==> config.mk <==
export PLATFORM = sky130hd
export DESIGN_NAME = sgdmac_ar_scheduler
export DESIGN_NICKNAME = d
export VERILOG_FILES = /design/src/rtl/sgdmac_ar_scheduler.sv
export SDC_FILE = /design/constraint.sdc
export NUM_CORES = 1
export LEC_CHECK = 0
export CAP_MARGIN = 20
export CELL_PAD_IN_SITES_DETAIL_PLACEMENT = 1
export CELL_PAD_IN_SITES_GLOBAL_PLACEMENT = 1
export CORE_ASPECT_RATIO = 0.7
export CORE_UTILIZATION = 25
export DETAILED_ROUTE_END_ITERATION = 12
export GPL_ROUTABILITY_DRIVEN = 0
export HOLD_SLACK_MARGIN = 0.03
export PLACE_DENSITY_LB_ADDON = 0.1
export RECOVER_POWER = 50
export SYNTH_ARGS = -nofsm -noshare
export SYNTH_HDL_FRONTEND = slang
export SYNTH_SLANG_ARGS = --single-unit
export TNS_END_PERCENT = 10
==> constraint.sdc <==
create_clock -name clk -period 2.62 [get_ports clk]
set_input_delay 0.262 -clock clk [delete_from_list [all_inputs] [get_ports clk]]
set_output_delay 0.262 -clock clk [all_outputs]
set_load 0.01 [all_outputs]
==> src/rtl/sgdmac_ar_scheduler.sv <==
// Purpose : shares one AXI AR/R channel pair among N_REQ read requesters (round-robin AR, RID-routed R).
// Latency : requester arvalid -> arvalid_o 1 cycle; minimum AR spacing 2 cycles; R path combinational.
// Backpres: AR fields held in a register until arready_i; R backpressure follows the addressed requester's ready.
//
// Ports:
//   clk, rst                      clock, synchronous active-high reset
//   req_ar*_i / req_arready_o     per-requester AR request fields (flattened) and one-hot capture strobe
//   ar*_o / arvalid_o / arready_i AXI AR channel (registered)
//   rid_i, rlast_i, rvalid_i      AXI R channel inputs, rready_o back to the slave
//   req_rvalid_o / req_rready_i   per-requester R handshake (data is broadcast outside this block)
//   idle_o                        registered: no pending AR and nothing outstanding
//   rid_err_o                     sticky protocol error (bad RID or retire with no outstanding burst)
// Option: define SGDMAC_AR_PRIO_EN to give requester 0 strict priority over the round-robin group.

module sgdmac_ar_scheduler #(
  parameter int N_REQ    = 2,
  parameter int ID_W     = 4,
  parameter int MAX_OUTS = 4
) (
  input  logic                 clk,
  input  logic                 rst,
  input  logic [N_REQ-1:0]     req_arvalid_i,
  input  logic [N_REQ*32-1:0]  req_araddr_i,
  input  logic [N_REQ*4-1:0]   req_arlen_i,
  input  logic [N_REQ*3-1:0]   req_arsize_i,
  input  logic [N_REQ*2-1:0]   req_arburst_i,
  output logic [N_REQ-1:0]     req_arready_o,
  output logic [ID_W-1:0]      arid_o,
  output logic [31:0]          araddr_o,
  output logic [3:0]           arlen_o,
  output logic [2:0]           arsize_o,
  output logic [1:0]           arburst_o,
  output logic                 arvalid_o,
  input  logic                 arready_i,
  input  logic [ID_W-1:0]      rid_i,
  input  logic                 rlast_i,
  input  logic                 rvalid_i,
  output logic                 rready_o,
  output logic [N_REQ-1:0]     req_rvalid_o,
  input  logic [N_REQ-1:0]     req_rready_i,
  output logic                 idle_o,
  output logic                 rid_err_o
);

  localparam int CW = $clog2(MAX_OUTS + 1);
  localparam int GW = (N_REQ > 1) ? $clog2(N_REQ) : 1;
  localparam int NO = (N_REQ > 1) ? (N_REQ - 1) : 1;

  typedef enum logic {S_IDLE = 1'b0, S_ISSUE = 1'b1} state_t;

  state_t          r_state;
  state_t          w_state_nxt;

  logic [GW-1:0]   r_last_grant;
  logic [GW-1:0]   r_grant;
  logic [GW-1:0]   w_gnt;
  logic            w_any;
  logic            w_capture;
  logic            w_hs;
  logic [N_REQ-1:0] w_elig;

  logic [CW-1:0]   r_outs [N_REQ];
  logic [N_REQ-1:0] w_inc;
  logic [N_REQ-1:0] w_dec;
  logic [N_REQ-1:0] w_zero;
  logic            w_underflow;

  logic [N_REQ-1:0] w_rid_hit;
  logic            w_rid_ok;
  logic            w_retire;

  logic            r_arvalid;
  logic [ID_W-1:0] r_arid;
  logic [31:0]     r_araddr;
  logic [3:0]      r_arlen;
  logic [2:0]      r_arsize;
  logic [1:0]      r_arburst;
  logic            r_idle;
  logic            r_rid_err;

  // ---------------------------------------------------------------------------
  // Eligibility and arbitration
  // ---------------------------------------------------------------------------
  always_comb begin
    for (int k = 0; k < N_REQ; k++) begin
      w_elig[k] = req_arvalid_i[k] && (r_outs[k] < CW'(MAX_OUTS));
      w_zero[k] = (r_outs[k] == '0);
    end
  end

  always_comb begin
    logic [GW-1:0] v_idx;
    w_any = 1'b0;
    w_gnt = '0;
    v_idx = '0;
`ifdef SGDMAC_AR_PRIO_EN
    // Requester 0 pre-empts; the rest rotate over indices 1..N_REQ-1 only.
    if (w_elig[0]) begin
      w_any = 1'b1;
    end else begin
      for (int i = 1; i < N_REQ; i++) begin
        v_idx = GW'(((int'(r_last_grant) - 1 + i) % NO) + 1);
        if (!w_any && w_elig[v_idx]) begin
          w_any = 1'b1;
          w_gnt = v_idx;
        end
      end
    end
`else
    // Search starts one past the previous winner, wrapping around.
    for (int i = 1; i <= N_REQ; i++) begin
      v_idx = GW'((int'(r_last_grant) + i) % N_REQ);
      if (!w_any && w_elig[v_idx]) begin
        w_any = 1'b1;
        w_gnt = v_idx;
      end
    end
`endif
  end

  // ---------------------------------------------------------------------------
  // FSM: state register / next state / outputs
  // ---------------------------------------------------------------------------
  always_ff @(posedge clk) begin
    if (rst) r_state <= S_IDLE;
    else     r_state <= w_state_nxt;
  end

  always_comb begin
    w_state_nxt = r_state;
    case (r_state)
      S_IDLE:  if (w_any)     w_state_nxt = S_ISSUE;
      S_ISSUE: if (arready_i) w_state_nxt = S_IDLE;
      default:                w_state_nxt = S_IDLE;
    endcase
  end

  always_comb begin
    w_capture     = (r_state == S_IDLE) && w_any;
    w_hs          = (r_state == S_ISSUE) && arready_i;
    req_arready_o = '0;
    if (w_capture) req_arready_o[w_gnt] = 1'b1;
  end

  // ---------------------------------------------------------------------------
  // AR output register
  // ---------------------------------------------------------------------------
  always_ff @(posedge clk) begin
    if (rst) begin
      r_arvalid    <= 1'b0;
      r_arid       <= '0;
      r_araddr     <= '0;
      r_arlen      <= '0;
      r_arsize     <= '0;
      r_arburst    <= '0;
      r_grant      <= '0;
      r_last_grant <= GW'(N_REQ - 1);
    end else if (w_capture) begin
      r_arvalid <= 1'b1;
      r_arid    <= ID_W'(w_gnt);
      r_araddr  <= req_araddr_i[int'(w_gnt)*32 +: 32];
      r_arlen   <= req_arlen_i[int'(w_gnt)*4 +: 4];
      r_arsize  <= req_arsize_i[int'(w_gnt)*3 +: 3];
      r_arburst <= req_arburst_i[int'(w_gnt)*2 +: 2];
      r_grant   <= w_gnt;
`ifdef SGDMAC_AR_PRIO_EN
      // Priority grants to requester 0 must not disturb the rotation of the others.
      if (w_gnt != '0) r_last_grant <= w_gnt;
`else
      r_last_grant <= w_gnt;
`endif
    end else if (w_hs) begin
      r_arvalid <= 1'b0;
    end
  end

  // ---------------------------------------------------------------------------
  // R routing by RID; unknown IDs are drained so the slave never stalls on them
  // ---------------------------------------------------------------------------
  always_comb begin
    w_rid_hit = '0;
    rready_o  = 1'b1;
    for (int k = 0; k < N_REQ; k++) begin
      if (rid_i == ID_W'(k)) begin
        w_rid_hit[k] = 1'b1;
        rready_o     = req_rready_i[k];
      end
    end
    req_rvalid_o = w_rid_hit & {N_REQ{rvalid_i}};
  end

  assign w_rid_ok = |w_rid_hit;
  assign w_retire = rvalid_i && rready_o && rlast_i && w_rid_ok;

  // ---------------------------------------------------------------------------
  // Outstanding-burst counters
  // ---------------------------------------------------------------------------
  always_comb begin
    for (int k = 0; k < N_REQ; k++) begin
      w_inc[k] = w_hs && (r_grant == GW'(k));
      w_dec[k] = w_retire && w_rid_hit[k];
    end
    // A retire with nothing outstanding (and no same-cycle issue) is a slave protocol error.
    w_underflow = |(w_dec & ~w_inc & w_zero);
  end

  always_ff @(posedge clk) begin
    if (rst) begin
      for (int k = 0; k < N_REQ; k++) r_outs[k] <= '0;
    end else begin
      for (int k = 0; k < N_REQ; k++) begin
        if (w_inc[k] && !w_dec[k])
          r_outs[k] <= r_outs[k] + CW'(1);
        else if (w_dec[k] && !w_inc[k] && !w_zero[k])
          r_outs[k] <= r_outs[k] - CW'(1);
      end
    end
  end

  // ---------------------------------------------------------------------------
  // Status
  // ---------------------------------------------------------------------------
  always_ff @(posedge clk) begin
    if (rst) begin
      r_idle    <= 1'b0;
      r_rid_err <= 1'b0;
    end else begin
      r_idle <= (r_state == S_IDLE) && !(|req_arvalid_i) && (&w_zero);
      if ((rvalid_i && !w_rid_ok) || w_underflow) r_rid_err <= 1'b1;
    end
  end

  assign arvalid_o = r_arvalid;
  assign arid_o    = r_arid;
  assign araddr_o  = r_araddr;
  assign arlen_o   = r_arlen;
  assign arsize_o  = r_arsize;
  assign arburst_o = r_arburst;
  assign idle_o    = r_idle;
  assign rid_err_o = r_rid_err;

endmodule

==> out/metrics.yaml <==
outcome:
  outcome: "completed"
layout:
  area_growth_pct: 78.27
  antenna-diode-count: 0
  fillers: 986
  layout-drive-gt1-share_pct: 7.692
  multiInputGateArea_um2: 1050
  layout_common_cells: "clkdlybuf4s50_1, nor2_1, dfxtp_1, dlygate4sd3_1, a222oi_1"
  final_core_util_pct: 46.86
  area.sequential_um2: 1121
  final_common_cell: "clkdlybuf4s50_1"
  nets: 475
clock_network:
  cts_buffers: 5
  htreeDepth: 2
  cts_tree: "built"
  clkTransAtPathRegs_ns: 0.07
  cts-root-buf: "clkbuf_16"
  post_cts_buffers: 0
  cts_buffer_depth: 2
  cts_sinks: 53
  clkLatencyLatePin_ns: 0.30
  cts_resized: 0
  ctsHoldBuffers: 0
grt:
  grt-ovfl-total: 0
  grt_pass1_vias: 2532
  grt_usage_pct: 18.65
  antenna_found_initial: 0
  grt_pass1_wl_mm: 13.35
  grt_max_degree: 53
sta:
  worst_pin_slew_ns: 0.8212
  fin_ws_ns: 0.1162
  max_freq_mhz: 399.4
  slew_headroom_pct: 45.25
  skew_ns: 0.007701
  finalHoldViolations: 0
  min_period_ns: 2.504
  setup_viol_count_final: 0
  tns_ns: 0
  finalCritPeriodShare_pct: 95.57
  finalMaxSlewViolations: 0
critical_path:
  critPathArrivalTime_ns: 2.55
  path_class: "input pin to flop"
  cp-start-kind: "input pin"
  r2r-start: "r_outs[1][2]"
  critical_path_required_ns: 2.67
  endpoint_kind: "flop"
  cp-endpoint: "r_outs[0][2]"
  reg2reg_setup_slack_ns: 0.38
  reg2reg_to: "arburst_o[0]"
  crit_start: "rid_i[1]"
  r2r.worst_path.cells: 6
  crit_fanout: 2
floorplanning:
  num_rows: 28
  die_y_um: 81.81
  start_util_pct: 26.29
  pin_count: 148
  dieArea_um2: 9490
  die_x_um: 116.0
  core_area_um2: 8653
drt:
  firstDrtPassIters: 5
  wl_mm: 8.624
  antenna_left: 0
  routedWlPerCell_um: 17.35
  num_vias: 2501
  drt_first_iter_violations: 275
  via_per_inst: 5.032
  route.detailed.drc: 0
logic_synthesis:
  synth_cell_types: 34
  yosysWarnings: 0
  async_flop_share_pct: 0
  avgSynthCellArea_um2: 9.679
  synth_seq_cells: 53
  synth_top_area_share_pct: 41.36
  synth.area.top_cells: "dfxtp_1, a222oi_1, nor2_1, edfxtp_1, clkbuf_1"
  syn-cell-area_um2: 2275
  ys_seq_area_share_pct: 49.28
  synth_edf_count: 6
  synthFlopType: "dfxtp_1"
  synthCells: 235
  synth_top_area_cell: "dfxtp_1"
place:
  portBuffers: 144
  post-dp-hpwl_mm: 6.086
  dp_slack_ns: -0.2356
worst_hold_path:
  hold_path_class: "flop to flop"
run:
  maxCapViolCount: 0
power_and_ir_drop:
  power_w: 0.002271
  ir_drop_mv: 0.3334
  leakage_nw: 1.625
  p_per_area_nw_per_um2: 559.9
==> stage by stage <==
step                cells  hold WS, ns  cell area (um^2)
floorplan             237       0.3566              2282
global placement      489       0.4431              3862
detailed placement    489       0.4484              3862
global route          497       0.4776              4055
finish                497       0.4499              4055
CTS                   497       0.4583              4048
==> state kept, by name, indices dropped and copies added, names as in the netlist <==
name and count:
arvalid_o 1, r_outs 6, r_state 1, arburst_o 2, arsize_o 3, rid_err_o 1
araddr_o 32, arlen_o 4, idle_o 1, arid_o 1, r_last_grant 1
==> layout make-up <==
| cell class | instances | share of cell area, % |
|---|---|---|
| tap | 120 | 3.703 |
| inverter | 6 | 0.5554 |
| clock inverter | 2 | 0.8639 |
| sequential | 53 | 27.65 |
| multi-input combinational | 154 | 25.89 |
| timing repair buffer | 156 | 37.64 |
| clock buffer | 6 | 3.703 |
==> routing by layer <==
layer | share of wire (%) | global-route usage [%]
met5 | 0 | 0
met4 | 0.77 | 4.231
met3 | 10 | 7.897
met2 | 44 | 28.04
met1 | 45 | 24.71
==> worst min-delay path by stage <==
stage	cells past startpoint	startpoint	end	slack [ns]
finish	2	arvalid_o	arvalid_o	0.45
global route	2	arvalid_o	arvalid_o	0.48
CTS	2	arvalid_o	arvalid_o	0.46
detailed placement	2	arvalid_o	arvalid_o	0.45
global placement	2	arvalid_o	arvalid_o	0.44
floorplan	1	arready_i	r_state	0.36
==> cell usage after synthesis (3+ instances only) <==
cell type and n:
edfxtp_1 6, a21oi_1 4, dfxtp_1 47, o21ai_0 6
buf_4 4, nand2b_1 4, xnor2_1 3, a211oi_1 3
nor3_1 5, ha_1 3, inv_1 6, a222oi_1 41
nand3_1 6, nor2_1 53, clkbuf_1 17, nand2_1 6
==> worst max-delay path, cell delays in order <==
cell and delay [ns]:
clkdlybuf4s50_1 0.42, or3_4 0.40, or3_4 0.41, nor4_4 0.28, inv_1 0.11, fa_2 0.36, xnor2_2 0.15, nand3_1 0.10
o21ai_1 0.07
==> report_power, final <==
group / switching [W] / total, W / internal (W)
combinational: 0.000230 / 0.000527 / 0.000298
sequential: 0.0000425 / 0.000930 / 0.000887
clock: 0.000306 / 0.000814 / 0.000508
total: 0.000578 / 0.00227 / 0.00169
==> kinds of logic after synthesis <==
family	count (synthesis)	synth area share [%]
AND/OR/NAND/NOR	83	16.94
AO/OA/AOI/OAI	61	23.87
flip-flops	53	49.28
buffers and inverters	30	6.051
adder cells (fa/ha/maj)	4	2.530
XOR/XNOR	3	1.155
other	1	0.1649
Power figures use the tool's default switching activity.
